### src/rtl/integrator_comb_decimator.sv
// Comb-and-decimate stage completing a single-stage CIC after the integrator.
// Optional sticky drop flag on overrun_o when COMB_OVERRUN_EN is defined.
module integrator_comb_decimator #(
  parameter int unsigned WIDTH = 10,
  parameter int unsigned DECIM = 4,
  parameter int unsigned DELAY = 1
) (
  input  logic                    system1000,
  input  logic                    system1000_rstn,
  input  logic                    en_i,
  input  logic signed [WIDTH-1:0] integ_i,
  output logic signed [WIDTH-1:0] comb_o,
  output logic                    comb_valid_o,
  input  logic                    comb_ready_i
`ifdef COMB_OVERRUN_EN
  ,
  output logic                    overrun_o
`endif
);

  localparam int unsigned    CW         = (DECIM > 1) ? $clog2(DECIM) : 1;
  localparam logic [CW-1:0]  PHASE_LAST = CW'(DECIM - 1);

  typedef enum logic {
    EMPTY = 1'b0,
    FULL  = 1'b1
  } state_e;

  state_e                  state_q;
  logic [CW-1:0]           phase_q, phase_d;
  logic signed [WIDTH-1:0] dly_q [DELAY];
  logic signed [WIDTH-1:0] comb_q;
  logic signed [WIDTH-1:0] diff_d;
  logic                    de;

  always_comb begin
    de = en_i && (phase_q == PHASE_LAST);
  end

  always_comb begin
    phase_d = phase_q;
    if (de) begin
      phase_d = '0;
    end else if (en_i) begin
      phase_d = phase_q + 1'b1;
    end
  end

  // Plain modular subtraction: wrap is what keeps the CIC exact across
  // integrator overflow, so no saturation here.
  always_comb begin
    diff_d = integ_i - dly_q[DELAY-1];
  end

  always_ff @(posedge system1000 or negedge system1000_rstn) begin
    if (!system1000_rstn) begin
      phase_q <= '0;
    end else begin
      phase_q <= phase_d;
    end
  end

  // Shifts on every decimation event, including dropped ones.
  always_ff @(posedge system1000 or negedge system1000_rstn) begin
    if (!system1000_rstn) begin
      for (int unsigned i = 0; i < DELAY; i++) begin
        dly_q[i] <= '0;
      end
    end else if (de) begin
      dly_q[0] <= integ_i;
      for (int unsigned i = 1; i < DELAY; i++) begin
        dly_q[i] <= dly_q[i-1];
      end
    end
  end

`ifdef COMB_OVERRUN_EN
  logic overrun_q;
`endif

  always_ff @(posedge system1000 or negedge system1000_rstn) begin
    if (!system1000_rstn) begin
      state_q   <= EMPTY;
      comb_q    <= '0;
`ifdef COMB_OVERRUN_EN
      overrun_q <= 1'b0;
`endif
    end else begin
      case (state_q)
        EMPTY: begin
          if (de) begin
            comb_q  <= diff_d;
            state_q <= FULL;
          end
        end
        FULL: begin
          if (comb_ready_i) begin
            if (de) begin
              comb_q <= diff_d;
            end else begin
              state_q <= EMPTY;
            end
          end else if (de) begin
`ifdef COMB_OVERRUN_EN
            overrun_q <= 1'b1;
`endif
          end
        end
        default: state_q <= EMPTY;
      endcase
    end
  end

  assign comb_o       = comb_q;
  assign comb_valid_o = (state_q == FULL);
`ifdef COMB_OVERRUN_EN
  assign overrun_o    = overrun_q;
`endif

endmodule

### config.mk
export PLATFORM = sky130hd
export DESIGN_NAME = integrator_comb_decimator
export DESIGN_NICKNAME = d
export VERILOG_FILES = /design/src/rtl/integrator_comb_decimator.sv
export SDC_FILE = /design/constraint.sdc
export NUM_CORES = 1
export LEC_CHECK = 0
export BUFFER_PORTS_ARGS = -buffer_cell sky130_fd_sc_hd__clkbuf_2
export CAP_MARGIN = 40
export CORE_ASPECT_RATIO = 1.75
export CORE_MARGIN = 2
export CORE_UTILIZATION = 44
export DETAILED_ROUTE_END_ITERATION = 12
export MAX_ROUTING_LAYER = met4
export PLACE_DENSITY = 0.69
export SYNTH_ARGS = -nofsm -noshare
export SYNTH_HDL_FRONTEND = slang
export SYNTH_SLANG_ARGS = --single-unit
### constraint.sdc
create_clock -name system1000 -period 3.33 [get_ports system1000]
set_clock_uncertainty 0.05 [all_clocks]
set_input_delay 0.333 -clock system1000 [delete_from_list [all_inputs] [get_ports system1000]]
set_output_delay 0.333 -clock system1000 [all_outputs]
set_load 0.03 [all_outputs]
; ---- Word level (Yosys, flattened, before mapping)
; Index checks and enable logic that the tools add are counted.
[word_totals]
register_bits = 23
in_bits = 14
output_inout_bits = 11
wordCells = 19
[op_classes]
addsub = 2
n_eq_ne = 2
mux = 8
bitwise = 1
n_reduce_logical = 2
[op_table]
columns = operator, n
row1 = $mux 10, 2
row2 = $pmux 10 s2, 1
row3 = $sub 10x10->10, 1
row4 = $mux 2, 2
row5 = $add 2x1->2 const B, 1
row6 = $eq 2x2->1 const B, 1
row7 = $mux 1, 2
row8 = $ne 2x2->1 const B, 1
row9 = $pmux 1 s2, 1
row10 = $reduce_bool 2->1, 1
row11 = $logic_and 1x1->1, 1
row12 = $not 1->1, 1

; ---- Longest topological paths before layout
; Gate-level depths: netlist of run 1.
[depth]
word_depth = 5
depth_mapped = 9
mapped_depth_nobuf = 9

; ---- Worst setup path before layout of run 1
; OpenSTA, ideal clock, no wires.
[synth_timing]
kind = input -> register
startpoint = input port integ_i[0]
endpoint = register comb_q[8] (netlist: comb_o[8])
setup_time_ns = 0.123
arrival_time_ns = 1.744
required_time_ns = 3.157
slack_ns = 1.412
stages = 9
n_path_buf = 0
path_cell_list = inv_1 > ha_1 > inv_1 > fa_1 > a211oi_2 > o211ai_2 > a31oi_2 > xor2_1 > o21ai_1
[synth_between]
elab_chain_len = 4
[synth_lines]
columns = element, line
row1 = "start, declared", 11  ; input logic signed [WIDTH-1:0] integ_i,
row2 = $sub 10x10->10 (*), 52  ; diff_d = integ_i - dly_q[DELAY-1];
row3 = $mux 10 (*), "91, 98"
row4 = $mux 10, 97  ; if (comb_ready_i) begin
row5 = $pmux 10 s2 (*), 89  ; case (state_q)
row6 = "end signal, assigned", 92  ; comb_q <= diff_d;
row7 = "end signal, assigned", 99  ; comb_q <= diff_d;
row8 = "end, declared", 32  ; logic signed [WIDTH-1:0] comb_q;
; Mark *: on every way between the ends. The rest lies on a longest branch, timed or not. The select of a mux whose other input is x is not followed.
; A chain may end at the register's enable or synchronous reset.

; ---- Worst setup path after layout of run 1
[layout_timing]
startpoint = register dly_q[0] (netlist name)
endpoint = register comb_q[8] (netlist: comb_o[8])
[layout_between]
elab_chain_len = 4
[layout_lines]
columns = element, line
row1 = "start, declared", 31  ; logic signed [WIDTH-1:0] dly_q [DELAY];
row2 = "start signal, assigned by index", 72  ; dly_q[i] <= dly_q[i-1];
row3 = $sub 10x10->10 (*), 52
row4 = $mux 10 (*), "91, 98"
row5 = $mux 10, 97
row6 = $pmux 10 s2 (*), 89
; Marks and branches as above.

==> results of run 1 <==
[cells in the mapped netlist, drive strengths merged (2+ instances only)]
cell	instances	area (µm²)
dfrtp	23	575.6
nand2	17	63.81
o21ai	13	65.06
inv	11	41.29
mux2	11	123.9
ha	10	125.1
nor2	6	22.52
a21oi	5	28.78
nand2b	4	25.02
xor2	4	35.03
a211oi	3	27.52
a31oi	2	18.77
buf	2	10.01
mux2i	2	20.02
o21a	2	15.01
o31ai	2	20.02
xnor2	2	17.52
[layout make-up]
cell class | count | area, µm² | area share [%]
inverters | 11 | 41.29 | 2.748
flip-flops and latches | 23 | 575.6 | 38.30
repair buffers | 24 | 120.1 | 7.993
well taps | 28 | 35.03 | 2.331
clock inverters | 1 | 5.005 | 0.3331
multi-input cells | 90 | 684.4 | 45.55
clock buffers | 3 | 41.29 | 2.748
[cells by family after synthesis]
family / synth area share [%]
AOI/OAI and AO/OA: 15.55
buffers and inverters: 3.912
muxes: 10.97
adders and majority gates: 11.07
and+or+nand+nor: 10.59
DFF: 43.89
xor gates and xnor gates: 4.008
[how the worst max path moves through the flow]
stage                     cells after the start                     to  slack (ns)
after floorplan                               9  comb_o[8]$_DFFE_PN0P_        1.41
after global placement                       10  comb_o[8]$_DFFE_PN0P_        1.22
after detailed placement                     10  comb_o[8]$_DFFE_PN0P_        1.19
after CTS                                     8  comb_o[8]$_DFFE_PN0P_        1.32
after global routing                          8  comb_o[8]$_DFFE_PN0P_        1.22
final                                         8  comb_o[8]$_DFFE_PN0P_        1.34
[state kept, by name, summed over array words and instances, names as in the netlist]
name / count
comb_o: 10
comb_valid_o: 1
dly_q: 10
phase_q: 2
[routing by layer]
layer | share of wire, % | vias to the layer above | GRT usage, %
met2 | 56 | 28 | 29.57
li1 | - | 485 | -
met5 | 0 | - | -
met3 | 3.1 | 6 | 2.133
met4 | 1.8 | 0 | 5.294
met1 | 39 | 459 | 19.11
[through the flow]
| step | util, % | cell area [µm²] | setup WS, ns | power [µW] | cells |
|---|---|---|---|---|---|
| global route | 51.90 | 1503 | 1.218 | 1583 | 180 |
| CTS | 51.90 | 1503 | 1.318 | 1468 | 180 |
| global placement | 50.30 | 1456 | 1.221 | 1253 | 176 |
| detailed placement | 50.30 | 1456 | 1.186 | 1290 | 176 |
| finish | 51.90 | 1503 | 1.337 | 1448 | 180 |
| floorplan | - | 1311 | 1.412 | 1102 | 126 |
[power by group through the flow]
stage / clock network [µW] / registers (µW) / logic (µW)
4_1_cts: 179 / 478 / 810
2_1_floorplan: 0 / 591 / 510
3_5_place_dp: 0 / 485 / 806
6_report: 173 / 475 / 800
3_3_place_gp: 0 / 474 / 779
5_1_grt: 189 / 495 / 899
[worst register-to-register path, stage by stage, from the launching register on]
cell and delay, ns:
dfrtp_1 0.36, ha_1 0.16, inv_1 0.05, fa_1 0.42, a211oi_2 0.29, o211ai_2 0.14
a31oi_2 0.19, xor2_1 0.16, o21ai_1 0.07
==> flow_summary.toml, run 1 <==
[synth]
synth_warnings = 0
synth.net_count = 151
async_reset_ff_share_pct = 100.0
synth-edff-count = 0
ys_ff_latch = 23
ys_seq_area_share_pct = 43.89
synth_ff_type = "dfrtp_1"
netlist_instances = 126
synthesis.area_um2 = 1311
avgSynthCellArea_um2 = 10.41
synth.distinct_cells = 29

[sta]
min_period_over_period_pct = 59.85
worst_slew_pin_slew_ns = 0.5733
finalSetupViolations = 0
max_freq_ghz = 0.5018
setup-tns-final_ns = 0
finalCriticalPeriod_ns = 1.993
fin_hold_ws_ns = -0.002091
rsz0062_at_grt = "no"
max_slew_margin_pct = 61.78
finalHoldViolations = 5
drv_slew = 0

[clocking]
cts_hold_buf = 0
cts-root-buf = "clkbuf_8"
clock-sinks = 23
htreeDepth = 1
cts-resized-gates = 0
cts_setup_buffers = 0
numCtsBuffers = 3
clock_tree.buffer_depth = 2
clkLatencyLatePin_ns = 0.26
clk_pin_slew_ns = 0.08
tritoncts = "built"

[setup_path]
path_cells = "ha_1 > inv_1 > fa_1 > a211oi_2 > o211ai_2 > a31oi_2 > xor2_1 > o21ai_1"
path_class = "register to register"
cp.required_ns = 3.42
crit_fanout = 3
path_buf_inv = 1
cp.arrival_ns = 2.09
reg2reg_to = "comb_o[8]$_DFFE_PN0P_"
cp-end-kind = "register"
r2r-start = "dly_q[0]$_DFFE_PN0P_"
critPathTopFamily = "compound AO/OA/AOI/OAI gates"
critical-path-slowest-cell = "fa_1"
reg2regPathDepth = 8
setup.worst_path.start = "dly_q[0]$_DFFE_PN0P_"
cpPeakStageDelay_ns = 0.42
start_kind = "register"
rrSetupSlack_ns = 1.34

[power]
switching_share_pct = 43.40
p_clk_share_pct = 12.0
power_density_nw_per_um2 = 963.6
p_int_uw = 819.6
seq_power_share_pct = 32.8
p_comb_share_pct = 55.2
switching_power_uw = 628.4
p_leak_uw = 0.0007518
irDropWorstVdd_v = 0.0004630

[status]
failed_checks = "negative hold slack"
status = "finished with violations"

[finish]
drive_above_1_share_pct = 30.92
nets = 178
final_common_cell = "clkbuf_2"
final_cell_mix = "clkbuf_2 (24), dfrtp_1 (23), nand2_1 (17), inv_1 (11), mux2_2 (11)"
diodes = 0
syn_to_final_growth_pct = 14.60
fillers = 285

[die]
die_area_um2 = 3450
dieHeight_um = 76.22
die_x_um = 45.27
ioPinCount = 25
start_util_pct = 45.29
fp.coreArea_um2 = 2895
rows = 26

[detailed_routing]
viasPerCell = 5.433
vias = 978
drc = 0
first_pass_iters = 4
avgRoutedWirePerCell_um = 13.33
drtIter0Drc = 18
final_antenna_net_count = 0
drt_wl_total_um = 2399

[grt]
grt_pass1_vias = 1025
grt.total_usage_pct = 16.97
grt_max_degree = 24
grt_pass1_wl_um = 4374
antenna_found_initial = 0
grt_overflow = 0

[placed_design]
place_hpwl_um = 1941
port-buffer-count = 24
gp_congestion = 0.8233

[worst_hold_path]
min_path_type = "primary input to asynchronous set/reset pin"

[run]
maxCapViolations = 0
No activity file was read; power rests on OpenSTA's default activity.
==> run 2, diff against run 1 <==
Clock period 3.33 ns to 2.05 ns, I/O delays scaled along.
==> flow_summary.toml, run 2 (synthesis gave the netlist of run 1 again) <==
[power]
p_int_uw = 1349
switching_share_pct = 43.08
power_density_nw_per_um2 = 1549
switching_power_uw = 1021
p_clk_share_pct = 11.9
irDropWorstVdd_v = 0.0007302
p_comb_share_pct = 55.7
seq_power_share_pct = 32.4
finalPower_uw = 2369
p_leak_uw = 0.0007616

[finish]
nets = 181
final_common_cell = "clkbuf_2"
fin_cells = 183
register_area_um2 = 575.6
diodes = 0
fillers = 284
multi_input_area_um2 = 686.9
drive_above_1_share_pct = 31.61
syn_to_final_growth_pct = 16.60
final_cell_mix = "clkbuf_2 (24), dfrtp_1 (23), nand2_1 (17), inv_1 (11), mux2_2 (11)"

[detailed_routing]
top_layer_used = "met4"
vias = 969
drt-met1-wl_um = 929
drc = 0
wl_met2_um = 1358
viasPerCell = 5.295
dr_wl_met3_um = 69
drtIter0Drc = 27
avgRoutedWirePerCell_um = 13.13
final_antenna_net_count = 0
first_pass_iters = 4
drt_wl_total_um = 2403

[clocking]
clk_pin_slew_ns = 0.08
cts-root-buf = "clkbuf_8"
htreeDepth = 1
clkLatencyLatePin_ns = 0.27
clock_tree.buffer_depth = 2
cts_setup_buffers = 0
numCtsBuffers = 3
tritoncts = "built"
clock-sinks = 23

[sta]
finalSetupViolations = 0
min_period_over_period_pct = 92.22
rsz0062_at_grt = "no"
drv_slew = 0
setup-tns-final_ns = 0
worst_slew_pin_slew_ns = 0.5637
max_slew_margin_pct = 62.42
finalCriticalPeriod_ns = 1.891
finalHoldViolations = 0
max_freq_ghz = 0.5290

[setup_path]
path_class = "register to register"
cp.arrival_ns = 1.99
start_kind = "register"
cp.required_ns = 2.15
cp-end-kind = "register"
crit_fanout = 2

[worst_hold_path]
min_path_type = "primary input to register"

[status]
status = "complete, no violations"

[grt]
antenna_found_initial = 0
grt_max_degree = 24
grt_pass1_vias = 1037
grt_overflow = 0
grt.total_usage_pct = 16.81
grt_pass1_wl_um = 4340

[placed_design]
dpl.cell_count = 178
place_hpwl_um = 1921
port-buffer-count = 24
gp_congestion = 0.8650

[die]
fp.coreArea_um2 = 2895
dieHeight_um = 76.22
die_area_um2 = 3450
rows = 26
start_util_pct = 45.29
ioPinCount = 25
die_x_um = 45.27

[run]
maxCapViolations = 0
[run 2: final timing paths]
check,from,endpoint,slack (ns),cells after the start
hold / removal,integ_i[4],dly_q[4]$_DFFE_PN0P_,0.14,2
min in group asynchronous,system1000_rstn,dly_q[4]$_DFFE_PN0P_,0.41,2
hold reg to reg,comb_o[7]$_DFFE_PN0P_,comb_o[7]$_DFFE_PN0P_,0.43,2
setup / recovery,dly_q[0]$_DFFE_PN0P_,comb_o[6]$_DFFE_PN0P_,0.16,8
setup reg to reg,dly_q[0]$_DFFE_PN0P_,comb_o[6]$_DFFE_PN0P_,0.16,8
max in group asynchronous,system1000_rstn,dly_q[3]$_DFFE_PN0P_,1.17,2
[run 2: area by class of cell]
type,count,share of cell area [%]
Tap cell,28,2.291
Timing Repair Buffer,27,9.493
Clock buffer,4,2.946
Sequential cell,23,37.64
Multi-Input combinational cell,90,44.93
Inverter,11,2.700
[run 2: power groups by stage]
| stage | sequential (µW) | clock [µW] | combinational, µW |
|---|---|---|---|
| floorplan | 961 | 0 | 829 |
| global placement | 770 | 0 | 1280 |
| detailed placement | 784 | 0 | 1320 |
| CTS | 774 | 290 | 1330 |
| global route | 801 | 312 | 1470 |
| finish | 769 | 281 | 1320 |
[run 2: stage by stage]
stage / hold slack (ns) / worst slack [ns] / util (%) / cell area, µm²
2_1_floorplan: -0.1406 / 0.1917 / - / 1311
3_3_place_gp: 0.1745 / 0.1007 / 50.82 / 1471
3_5_place_dp: 0.1865 / 0.03744 / 50.82 / 1471
4_1_cts: 0.1371 / 0.04820 / 52.72 / 1526
5_1_grt: 0.1349 / 0.04408 / 52.81 / 1529
6_report: 0.1381 / 0.1595 / 52.81 / 1529
[run 2: what timing repair did]
action,CTS,global route
resized for setup,0,1
endpoints found under the setup margin,0,2
hold buffers,1,0
endpoints found under the hold margin,23,0
[run 2: worst max-delay path, cell delays in order (launching register included)]
cell and delay (ns):
dfrtp_1 0.35, ha_1 0.16, inv_1 0.05, fa_2 0.35
a211oi_2 0.24, o21ai_0 0.13, a21oi_1 0.20, xor2_1 0.18
o21ai_1 0.07
[run 2: routing by layer]
layer | up-vias | track usage, %
li1 | 492 | -
met1 | 452 | 18.92
met5 | - | -
met4 | 0 | 8.235
met2 | 21 | 27.86
met3 | 4 | 2.133
==> run 3, diff against run 2 <==
Settings changed: CORE_MARGIN 2 to 1, CORE_UTILIZATION 44 to 49, PLACE_DENSITY 0.69 to 0.75.
==> flow_summary.toml, run 3 (synthesis gave the netlist of run 1 again) <==
[status]
status = "complete, no violations"

[grt]
grt_pass1_wl_um = 3912
grt_pass1_vias = 968
grt_overflow = 0
grt.total_usage_pct = 19.43
grt_max_degree = 24
antenna_found_initial = 0

[clocking]
cts_setup_buffers = 0
clock_tree.buffer_depth = 2
tritoncts = "built"
clk_pin_slew_ns = 0.08
htreeDepth = 1
cts-root-buf = "clkbuf_8"
clkLatencyLatePin_ns = 0.26
clock-sinks = 23
numCtsBuffers = 3

[setup_path]
cp.arrival_ns = 2.06
cp-end-kind = "register"
cpPeakStageDelay_ns = 0.37
critical-path-slowest-cell = "fa_2"
crit_fanout = 3
reg2regPathDepth = 8
rrSetupSlack_ns = 0.08
reg2reg_to = "comb_o[8]$_DFFE_PN0P_"
path_class = "register to register"
path_cells = "ha_1 > inv_1 > fa_2 > a211oi_2 > o211ai_2 > a31oi_2 > xor2_1 > o21ai_1"
cp.required_ns = 2.14
r2r-start = "dly_q[0]$_DFFE_PN0P_"
start_kind = "register"

[finish]
diodes = 0
final_cell_mix = "clkbuf_2 (24), dfrtp_1 (23), nand2_1 (17), inv_1 (11), mux2_2 (11)"
final_util_pct = 60.22
drive_above_1_share_pct = 31.17
nets = 180
final_common_cell = "clkbuf_2"
syn_to_final_growth_pct = 15.84

[die]
ioPinCount = 25
die_area_um2 = 2895
dieHeight_um = 70.43
start_util_pct = 51.98
die_x_um = 41.11
fp.coreArea_um2 = 2522
rows = 24

[sta]
setup-tns-final_ns = 0
rsz0062_at_grt = "no"
max_freq_ghz = 0.5071
fin_hold_ws_ns = 0.1458
max_slew_margin_pct = 62.44
worst_slew_pin_slew_ns = 0.5634
finalCriticalPeriod_ns = 1.972
drv_slew = 0
min_period_over_period_pct = 96.19
finalHoldViolations = 0
finalSetupViolations = 0

[detailed_routing]
final_antenna_net_count = 0
avgRoutedWirePerCell_um = 12.57
first_pass_iters = 4
vias = 969
viasPerCell = 5.383
drt_wl_total_um = 2263
drtIter0Drc = 29
drc = 0

[placed_design]
gp_congestion = 0.8349
place_hpwl_um = 1792
port-buffer-count = 24

[worst_hold_path]
min_path_type = "primary input to register"
worstHoldEndpoint = "dly_q[7]$_DFFE_PN0P_"
worstHoldStart = "integ_i[7]"
hold_depth = 2

[power]
irDropWorstVdd_v = 0.0008058
p_leak_uw = 0.0007571
power_density_nw_per_um2 = 1549

[run]
maxCapViolations = 0
==> run 3: layout make-up <==
type,instances,area (µm²)
tap,26,32.53
sequential,23,575.6
multi-input combinational,90,686.9
clock buffer,4,45.04
inverter,11,41.29
timing repair buffer,26,137.6
fill,227,1003
==> run 3: report_power, final <==
| part | internal, µW | switching [µW] | leakage, µW |
|---|---|---|---|
| Combinational | 532 | 771 | 0.000454 |
| Sequential | 668 | 102 | 0.000281 |
| Clock | 139 | 142 | 0.0000228 |
==> run 3: critical path: cells and delay by family (launching register included) <==
family	cells	cell delay, ns
xor gates and xnor gates	1	0.17
DFF	1	0.36
AOI/OAI and AO/OA	4	0.69
buffers and inverters	1	0.06
adders and majority gates	2	0.53
==> run 3: per-layer routing <==
layer	part of all wire, %	up-vias	global-route usage, %
met5	0	-	-
met4	1.3	0	6.452
met3	2.9	4	1.905
met2	56	22	33.33
met1	40	451	21.80
li1	-	492	-
==> run 3: worst max-delay path by stage <==
stage	startpoint	to	slack [ns]	cells past startpoint
2_1_floorplan	dly_q[0]$_DFFE_PN0P_	comb_o[8]$_DFFE_PN0P_	0.19	8
3_3_place_gp	integ_i[0]	comb_o[6]$_DFFE_PN0P_	0.07	10
3_5_place_dp	integ_i[0]	comb_o[8]$_DFFE_PN0P_	0.004	10
4_1_cts	dly_q[0]$_DFFE_PN0P_	comb_o[8]$_DFFE_PN0P_	0.04	8
5_1_grt	dly_q[0]$_DFFE_PN0P_	comb_o[6]$_DFFE_PN0P_	0.006	8
6_report	dly_q[0]$_DFFE_PN0P_	comb_o[8]$_DFFE_PN0P_	0.08	8
==> run 3: through the flow <==
stage,instance area [µm²],cells,power [µW],setup slack [ns]
2_1_floorplan,1311,126,1790,0.1917
3_3_place_gp,1461,175,2025,0.06646
3_5_place_dp,1461,175,2085,0.003660
4_1_cts,1516,180,2367,0.03595
5_1_grt,1519,180,2576,0.005728
6_report,1519,180,2353,0.07814
==> run 3: timing repair <==
| action | CTS | global route |
|---|---|---|
| endpoints found under the setup margin | 1 | 2 |
| gates resized for setup | 0 | 1 |
| gates cloned | 0 | 0 |
| hold endpoints to repair | 23 | 0 |
| pin swaps | 1 | 2 |
| hold buffers | 1 | 0 |
